==> src/rtl/branch_resolve_bht_pkg.sv <==
// Shared types and constants for the branch resolver / BHT slice.
package branch_resolve_bht_pkg;

  // Branch compare op codes carried on CMPOp
  localparam logic [2:0] CMP_NONE = 3'd0;
  localparam logic [2:0] CMP_BEQ  = 3'd1;
  localparam logic [2:0] CMP_BNE  = 3'd2;
  localparam logic [2:0] CMP_BLEZ = 3'd3;
  localparam logic [2:0] CMP_BGTZ = 3'd4;
  localparam logic [2:0] CMP_BLTZ = 3'd5;
  localparam logic [2:0] CMP_BGEZ = 3'd6;

  // 2-bit saturating counter encodings
  localparam logic [1:0] CTR_SNT = 2'b00;
  localparam logic [1:0] CTR_WNT = 2'b01;
  localparam logic [1:0] CTR_WT  = 2'b10;
  localparam logic [1:0] CTR_ST  = 2'b11;

  typedef enum logic {
    BHT_IDLE  = 1'b0,
    BHT_CLEAR = 1'b1
  } bht_state_e;

  // Result of the condition evaluator
  typedef struct packed {
    logic flag;
    logic is_branch;
  } cond_res_t;

  // Saturating counter step toward the resolved direction
  function automatic logic [1:0] ctr_update(input logic [1:0] ctr, input logic taken);
    logic [1:0] nxt;
    nxt = ctr;
    if (taken) begin
      if (ctr != CTR_ST) nxt = ctr + 2'(1);
    end else begin
      if (ctr != CTR_SNT) nxt = ctr - 2'(1);
    end
    return nxt;
  endfunction

endpackage

==> src/rtl/branch_resolve_bht_cond_eval.sv <==
// Combinational MIPS branch condition evaluator.
//  gpr_rs/gpr_rt : forwarded operands
//  cmp_op        : branch compare op code
//  res_c         : {flag, is_branch}
module branch_resolve_bht_cond_eval
  import branch_resolve_bht_pkg::*;
#(
  parameter int unsigned DATA_W = 32
) (
  input  logic [DATA_W-1:0] gpr_rs,
  input  logic [DATA_W-1:0] gpr_rt,
  input  logic [2:0]        cmp_op,
  output cond_res_t         res_c
);

  logic rs_neg;
  logic rs_zero;

  assign rs_neg  = gpr_rs[DATA_W-1];
  assign rs_zero = (gpr_rs == '0);

  // Decode op and evaluate condition; undefined codes are not branches
  always_comb begin
    res_c = '0;
    case (cmp_op)
      CMP_BEQ:  res_c = '{flag: (gpr_rs == gpr_rt), is_branch: 1'b1};
      CMP_BNE:  res_c = '{flag: (gpr_rs != gpr_rt), is_branch: 1'b1};
      CMP_BLEZ: res_c = '{flag: (rs_neg | rs_zero), is_branch: 1'b1};
      CMP_BGTZ: res_c = '{flag: (~rs_neg & ~rs_zero), is_branch: 1'b1};
      CMP_BLTZ: res_c = '{flag: rs_neg, is_branch: 1'b1};
      CMP_BGEZ: res_c = '{flag: ~rs_neg, is_branch: 1'b1};
      default:  res_c = '0;
    endcase
  end

endmodule

==> src/rtl/branch_resolve_bht.sv <==
// D-stage branch resolver with a PC-indexed table of 2-bit counters.
//  pc_f -> pred_taken_f      : F-stage prediction lookup (0 while busy)
//  res_valid/pc_d/gpr_rs/gpr_rt/CMPOp/pred_taken_d : D-stage resolve + train
//  flag, mispredict          : combinational resolve results
//  flush_req -> busy         : table reinit sequencer
//  branch_cnt, miss_cnt      : saturating statistics
module branch_resolve_bht
  import branch_resolve_bht_pkg::*;
#(
  parameter int unsigned DATA_W    = 32,
  parameter int unsigned PC_W      = 32,
  parameter int unsigned BHT_DEPTH = 64,
  parameter logic [1:0]  CTR_INIT  = 2'b01,
  parameter int unsigned STAT_W    = 32
) (
  input  logic              clk,
  input  logic              rst_n,
  input  logic [PC_W-1:0]   pc_f,
  output logic              pred_taken_f,
  input  logic              res_valid,
  input  logic [PC_W-1:0]   pc_d,
  input  logic [DATA_W-1:0] gpr_rs,
  input  logic [DATA_W-1:0] gpr_rt,
  input  logic [2:0]        CMPOp,
  input  logic              pred_taken_d,
  output logic              flag,
  output logic              mispredict,
  input  logic              flush_req,
  output logic              busy,
  output logic [STAT_W-1:0] branch_cnt,
  output logic [STAT_W-1:0] miss_cnt
);

  localparam int unsigned IDX_W = $clog2(BHT_DEPTH);

  bht_state_e        state_q, state_d;
  logic [IDX_W-1:0]  ptr_q, ptr_d;
  logic [1:0]        ctr_q [BHT_DEPTH];
  logic [1:0]        ctr_d [BHT_DEPTH];
  logic [STAT_W-1:0] branch_cnt_q, branch_cnt_d;
  logic [STAT_W-1:0] miss_cnt_q, miss_cnt_d;
  logic [IDX_W-1:0]  idx_f, idx_d;
  logic              train;
  cond_res_t         cond;
  logic              unused_pc_bits;

  branch_resolve_bht_cond_eval #(.DATA_W(DATA_W)) u_cond_eval (
    .gpr_rs (gpr_rs),
    .gpr_rt (gpr_rt),
    .cmp_op (CMPOp),
    .res_c  (cond)
  );

  assign idx_f = pc_f[IDX_W+1:2];
  assign idx_d = pc_d[IDX_W+1:2];
  assign unused_pc_bits = ^{pc_f[PC_W-1:IDX_W+2], pc_f[1:0], pc_d[PC_W-1:IDX_W+2], pc_d[1:0]};

  assign busy         = (state_q == BHT_CLEAR);
  assign pred_taken_f = ~busy & ctr_q[idx_f][1];
  assign flag         = cond.flag;
  assign mispredict   = res_valid & cond.is_branch & (cond.flag != pred_taken_d);
  assign branch_cnt   = branch_cnt_q;
  assign miss_cnt     = miss_cnt_q;

  // Flush sequencer, training and statistics next-state
  always_comb begin
    state_d      = state_q;
    ptr_d        = ptr_q;
    ctr_d        = ctr_q;
    branch_cnt_d = branch_cnt_q;
    miss_cnt_d   = miss_cnt_q;
    train        = 1'b0;

    case (state_q)
      BHT_IDLE: begin
        // A flush request wins over a branch resolving in the same cycle
        if (flush_req) begin
          state_d = BHT_CLEAR;
          ptr_d   = '0;
        end else begin
          train = res_valid & cond.is_branch;
        end
      end
      BHT_CLEAR: begin
        ctr_d[ptr_q] = CTR_INIT;
        ptr_d        = ptr_q + IDX_W'(1);
        if (ptr_q == IDX_W'(BHT_DEPTH - 1)) state_d = BHT_IDLE;
      end
    endcase

    if (train) begin
      ctr_d[idx_d] = ctr_update(ctr_q[idx_d], cond.flag);
      if (branch_cnt_q != '1) branch_cnt_d = branch_cnt_q + STAT_W'(1);
      if (mispredict && (miss_cnt_q != '1)) miss_cnt_d = miss_cnt_q + STAT_W'(1);
    end
  end

  // State, table and statistics registers
  always_ff @(posedge clk or negedge rst_n) begin
    if (!rst_n) begin
      state_q      <= BHT_IDLE;
      ptr_q        <= '0;
      branch_cnt_q <= '0;
      miss_cnt_q   <= '0;
      for (int i = 0; i < int'(BHT_DEPTH); i++) ctr_q[i] <= CTR_INIT;
    end else begin
      state_q      <= state_d;
      ptr_q        <= ptr_d;
      branch_cnt_q <= branch_cnt_d;
      miss_cnt_q   <= miss_cnt_d;
      ctr_q        <= ctr_d;
    end
  end

endmodule

==> config.mk <==
export PLATFORM = sky130hd
export DESIGN_NAME = branch_resolve_bht
export DESIGN_NICKNAME = d
export VERILOG_FILES = /design/src/rtl/branch_resolve_bht_pkg.sv /design/src/rtl/branch_resolve_bht_cond_eval.sv /design/src/rtl/branch_resolve_bht.sv
export SDC_FILE = /design/constraint.sdc
export NUM_CORES = 1
export LEC_CHECK = 0
export BUFFER_PORTS_ARGS = -buffer_cell sky130_fd_sc_hd__buf_2
export CAP_MARGIN = 5
export CORE_MARGIN = 5
export CORE_UTILIZATION = 39
export DETAILED_ROUTE_END_ITERATION = 6
export PLACE_DENSITY = 0.65
export REMOVE_ABC_BUFFERS = 1
export SYNTH_ARGS = -nofsm -noshare
export SYNTH_HDL_FRONTEND = slang
export SYNTH_HIERARCHICAL = 1
export SYNTH_SLANG_ARGS = --single-unit
==> constraint.sdc <==
create_clock -name clk -period 4.9 [get_ports clk]
set_input_delay 0.98 -clock clk [delete_from_list [all_inputs] [get_ports clk]]
set_output_delay 0.98 -clock clk [all_outputs]
set_load 0.02 [all_outputs]
==> run_summary.xml <==
<?xml version="1.0" encoding="UTF-8"?>
<metrics>
  <group name="setup_path">
    <metric name="crit_top_cell" unit="">mux4_2</metric>
    <metric name="crit_fanout" unit="">10</metric>
    <metric name="timing.critical_path.cells" unit="">buf_2 -&gt; buf_4 -&gt; mux4_2 -&gt; mux4_2 -&gt; mux4_2 -&gt; nor2b_1 -&gt; buf_2</metric>
    <metric name="cp-start-kind" unit="">input port</metric>
    <metric name="critical_path_arrival" unit="ps">3420</metric>
    <metric name="critical_path.endpoint_type" unit="">primary output</metric>
    <metric name="timing.critical_path.slowest_cell_delay" unit="ps">530</metric>
    <metric name="slowest_stage" unit="">mux4_2</metric>
    <metric name="timing_worst_setup_path_type" unit="">in2out</metric>
    <metric name="critical_path_required" unit="ps">3920</metric>
  </group>
  <group name="sta">
    <metric name="finalHoldWorstSlack" unit="ps">489.4</metric>
    <metric name="rsz0062_at_grt" unit="">false</metric>
    <metric name="count_of_endpoints_failing_setup_in_the_final_report" unit="">0</metric>
    <metric name="worst-slew-pin-transition" unit="ps">1068</metric>
    <metric name="final_min_period_over_clock_period" unit="%">89.76</metric>
    <metric name="setup-tns-final" unit="ps">0</metric>
    <metric name="clock.fmax" unit="MHz">227.4</metric>
    <metric name="hold_viol_final" unit="">0</metric>
    <metric name="layout_setup_ws" unit="ps">501.5</metric>
    <metric name="final_max_slew_viol_count" unit="">0</metric>
    <metric name="final_period_minus_worst_setup_slack" unit="ps">4398</metric>
    <metric name="timing.clock.skew" unit="ps">13.24</metric>
    <metric name="max_slew_margin" unit="%">28.22</metric>
  </group>
  <group name="power_and_ir_drop">
    <metric name="power_switching_share" unit="%">35.83</metric>
    <metric name="power.share.clock" unit="%">26.5</metric>
    <metric name="total_power" unit="mW">5.521</metric>
    <metric name="power.combinational.fraction" unit="%">27.7</metric>
    <metric name="power.switching" unit="mW">1.978</metric>
    <metric name="sequentialPowerShare" unit="%">45.8</metric>
    <metric name="static-leakage-power" unit="nW">5.519</metric>
    <metric name="ir_drop" unit="V">0.0002620</metric>
    <metric name="p_int" unit="mW">3.542</metric>
    <metric name="power.density" unit="nW/um2">417.2</metric>
  </group>
  <group name="cells_and_area">
    <metric name="layout-drive-gt1-share" unit="%">30.87</metric>
    <metric name="seq_area" unit="um2">5060</metric>
    <metric name="finalNonFillerCells" unit="">1657</metric>
    <metric name="most-common-layout-cells" unit="">buf_2 (150), dfrtp_1 (135), o21ai_0 (120), nand2_1 (106), nor2_1 (103)</metric>
    <metric name="multi_input_comb_area" unit="um2">6091</metric>
    <metric name="antenna_cells" unit="">0</metric>
    <metric name="final_cell_area" unit="um2">13230</metric>
    <metric name="final_util" unit="%">45.86</metric>
    <metric name="area.growth.synth_to_final" unit="%">15.58</metric>
    <metric name="count_of_fill_cells_added_during_filler_insertion" unit="">2747</metric>
    <metric name="most_frequent_standard_cell_in_the_layout_excluding_fill_and_tap_cells" unit="">buf_2</metric>
    <metric name="design.final.nets" unit="">1399</metric>
  </group>
  <group name="clock_tree">
    <metric name="cts_bufs_inserted" unit="">17</metric>
    <metric name="cts_hold_buffers" unit="">0</metric>
    <metric name="cts_sinks" unit="">199</metric>
    <metric name="cts_post_setup_buffers_inserted" unit="">0</metric>
    <metric name="htree_num_levels" unit="">4</metric>
    <metric name="clk-insertion-delay-late" unit="ps">450</metric>
    <metric name="clock_tree.root_cell" unit="">clkbuf_16</metric>
    <metric name="clk_path_buf_depth" unit="">2</metric>
    <metric name="tritoncts" unit="">done</metric>
    <metric name="clk_transition_reported_paths" unit="ps">80</metric>
    <metric name="cts_repair_resize_count" unit="">0</metric>
  </group>
  <group name="placed_design">
    <metric name="post-dp-hpwl" unit="mm">24.32</metric>
    <metric name="total_placed_cells_including_tap_cells" unit="">1625</metric>
    <metric name="placed_cell_area" unit="um2">12630</metric>
    <metric name="place.port_buffers" unit="">151</metric>
    <metric name="pre_cts_slack" unit="ps">521.1</metric>
    <metric name="gpl.final_weighted_congestion" unit="">0.9222</metric>
  </group>
  <group name="global_route">
    <metric name="grt_remaining_overflow" unit="">0</metric>
    <metric name="grt_first_pass_wirelength" unit="mm">54.10</metric>
    <metric name="groute.usage.overall" unit="%">20.60</metric>
    <metric name="grt_antenna_before_repair" unit="">1</metric>
    <metric name="grt_pass1_vias" unit="">9594</metric>
    <metric name="pin_count_of_the_biggest_net_entering_global_routing" unit="">111</metric>
  </group>
  <group name="logic_synthesis">
    <metric name="synth_edf_count" unit="">0</metric>
    <metric name="netlist_area" unit="um2">11450</metric>
    <metric name="dominantRegCellSynth" unit="">dfrtp_1</metric>
    <metric name="yosysWarnings" unit="">6</metric>
    <metric name="syn-instance-count" unit="">1115</metric>
    <metric name="async_reset_ff_share" unit="%">100.0</metric>
    <metric name="post_synth_num_cell_types" unit="">69</metric>
    <metric name="top_post_synthesis_cells_by_area" unit="">dfrtp_1 (30%), dfstp_2 (15%), mux4_2 (6.9%), o21ai_0 (5.2%), xnor2_1 (5.2%)</metric>
    <metric name="synth-seq-area-share" unit="%">44.20</metric>
    <metric name="synth_area_per_cell" unit="um2">10.27</metric>
    <metric name="synth.largest_area_cell" unit="">dfrtp_1</metric>
    <metric name="synth-seq-cells" unit="">199</metric>
    <metric name="synthDominantCellAreaShare" unit="%">29.51</metric>
  </group>
  <group name="floorplan">
    <metric name="die_w" unit="um">181.3</metric>
    <metric name="floorplan.initialDensity" unit="%">39.67</metric>
    <metric name="boundaryPins" unit="">204</metric>
    <metric name="dieHeight" unit="um">181.3</metric>
    <metric name="placementRows" unit="">62</metric>
    <metric name="total_die_area" unit="um2">32880</metric>
    <metric name="core-area" unit="um2">28860</metric>
  </group>
  <group name="job">
    <metric name="cap_violations" unit="">0</metric>
  </group>
  <group name="routing">
    <metric name="viasPerCell" unit="">5.792</metric>
    <metric name="postRouteWirelength" unit="mm">34.29</metric>
    <metric name="routedWlPerCell" unit="um">20.70</metric>
    <metric name="detail_route.first_pass.iterations" unit="">5</metric>
    <metric name="initial_detailed_routing_violation_count" unit="">790</metric>
    <metric name="detailroute.via_count" unit="">9598</metric>
    <metric name="route.detailed.drc" unit="">0</metric>
    <metric name="ant_nets" unit="">0</metric>
  </group>
  <group name="hold_path">
    <metric name="holdCritPathClass" unit="">reg2reg</metric>
  </group>
  <group name="outcome">
    <metric name="outcome" unit="">finished, final reports clean</metric>
  </group>
</metrics>
[critical path: cells and delay by family]
kind | cells | cell delay (ps)
buffers and inverters | 3 | 750
and+or+nand+nor | 1 | 150
muxes | 3 | 1540
[per-layer routing]
layer  GRT usage [%]  wire length (um)  vias to the layer above  part of all wire [%]
li1                -                 -                     4369                     -
met1           28.39             14800                     4735                    43
met2           32.56             15960                      426                    47
met3           4.605              2683                       68                   7.8
met4           6.364               848                        0                   2.5
met5               0                 0                        -                     0
[state kept, by name, summed over array words and instances (netlist names)]
name        flops
branch_cnt     32
busy            1
ctr_q         128
miss_cnt       32
ptr_q           6
[cells in the mapped netlist (4+ instances only)]
cell type and count:
dfrtp_1 135, o21ai_0 120, nand2_1 106, nor2_1 103, xnor2_1 68, dfstp_2 64, nand3b_1 46, o21ai_2 44
mux2i_1 39, nand3_1 37, mux4_2 35, xor2_1 31, nand4_1 24, buf_2 21, nor3_1 20, clkbuf_1 18
and3_1 15, a211oi_1 14, a21oi_2 14, and4_1 12, mux2_2 10, a22o_1 9, inv_1 9, nor2b_1 9
nor4_1 9, buf_6 8, a21oi_1 7, nand2b_1 7, and2_1 6, o22ai_1 5, a221oi_1 4, nor3b_1 4
or2_2 4
[worst paths after layout]
check | start | endpoint | slack [ps] | depth (start not counted)
min in group asynchronous | rst_n | ctr_q[119] | 660 | 1
setup / recovery | pc_f[2] | pred_taken_f | 500 | 7
hold reg to reg | branch_cnt[7] | branch_cnt[7] | 490 | 1
hold / removal | branch_cnt[7] | branch_cnt[7] | 490 | 1
max in group asynchronous | rst_n | ctr_q[6] | 3140 | 2
setup reg to reg | busy | miss_cnt[4] | 1920 | 7
[area by class of cell]
class	count	share of cell area, %
Clock inverter	15	1.371
Sequential cell	199	38.24
Clock buffer	17	3.215
Inverter	10	0.2837
Timing Repair Buffer	175	7.233
Tap cell	384	3.631
Multi-Input combinational cell	857	46.03
[power by group through the flow]
stage          Combinational (mW)  Clock, mW  Sequential (mW)
6_report                     1.53       1.46             2.53
5_1_grt                      1.67       1.56             2.57
4_1_cts                      1.52       1.49             2.52
3_5_place_dp                 1.51          0             2.54
3_3_place_gp                 1.48          0             2.53
2_1_floorplan                1.03          0             2.41
[cells by family (layout without fill, tap and decap cells)]
| kind of cell | count (synthesis) | after routing | synth area share (%) |
|---|---|---|---|
| muxes | 85 | 85 | 11.48 |
| DFF | 199 | 199 | 44.20 |
| AOI/OAI and AO/OA | 248 | 248 | 14.40 |
| adders and majority gates | 5 | 5 | 0.5246 |
| xor gates and xnor gates | 99 | 99 | 7.574 |
| and+or+nand+nor | 420 | 420 | 19.10 |
| buffers and inverters | 59 | 217 | 2.721 |
(Power assumes the default switching activity.)
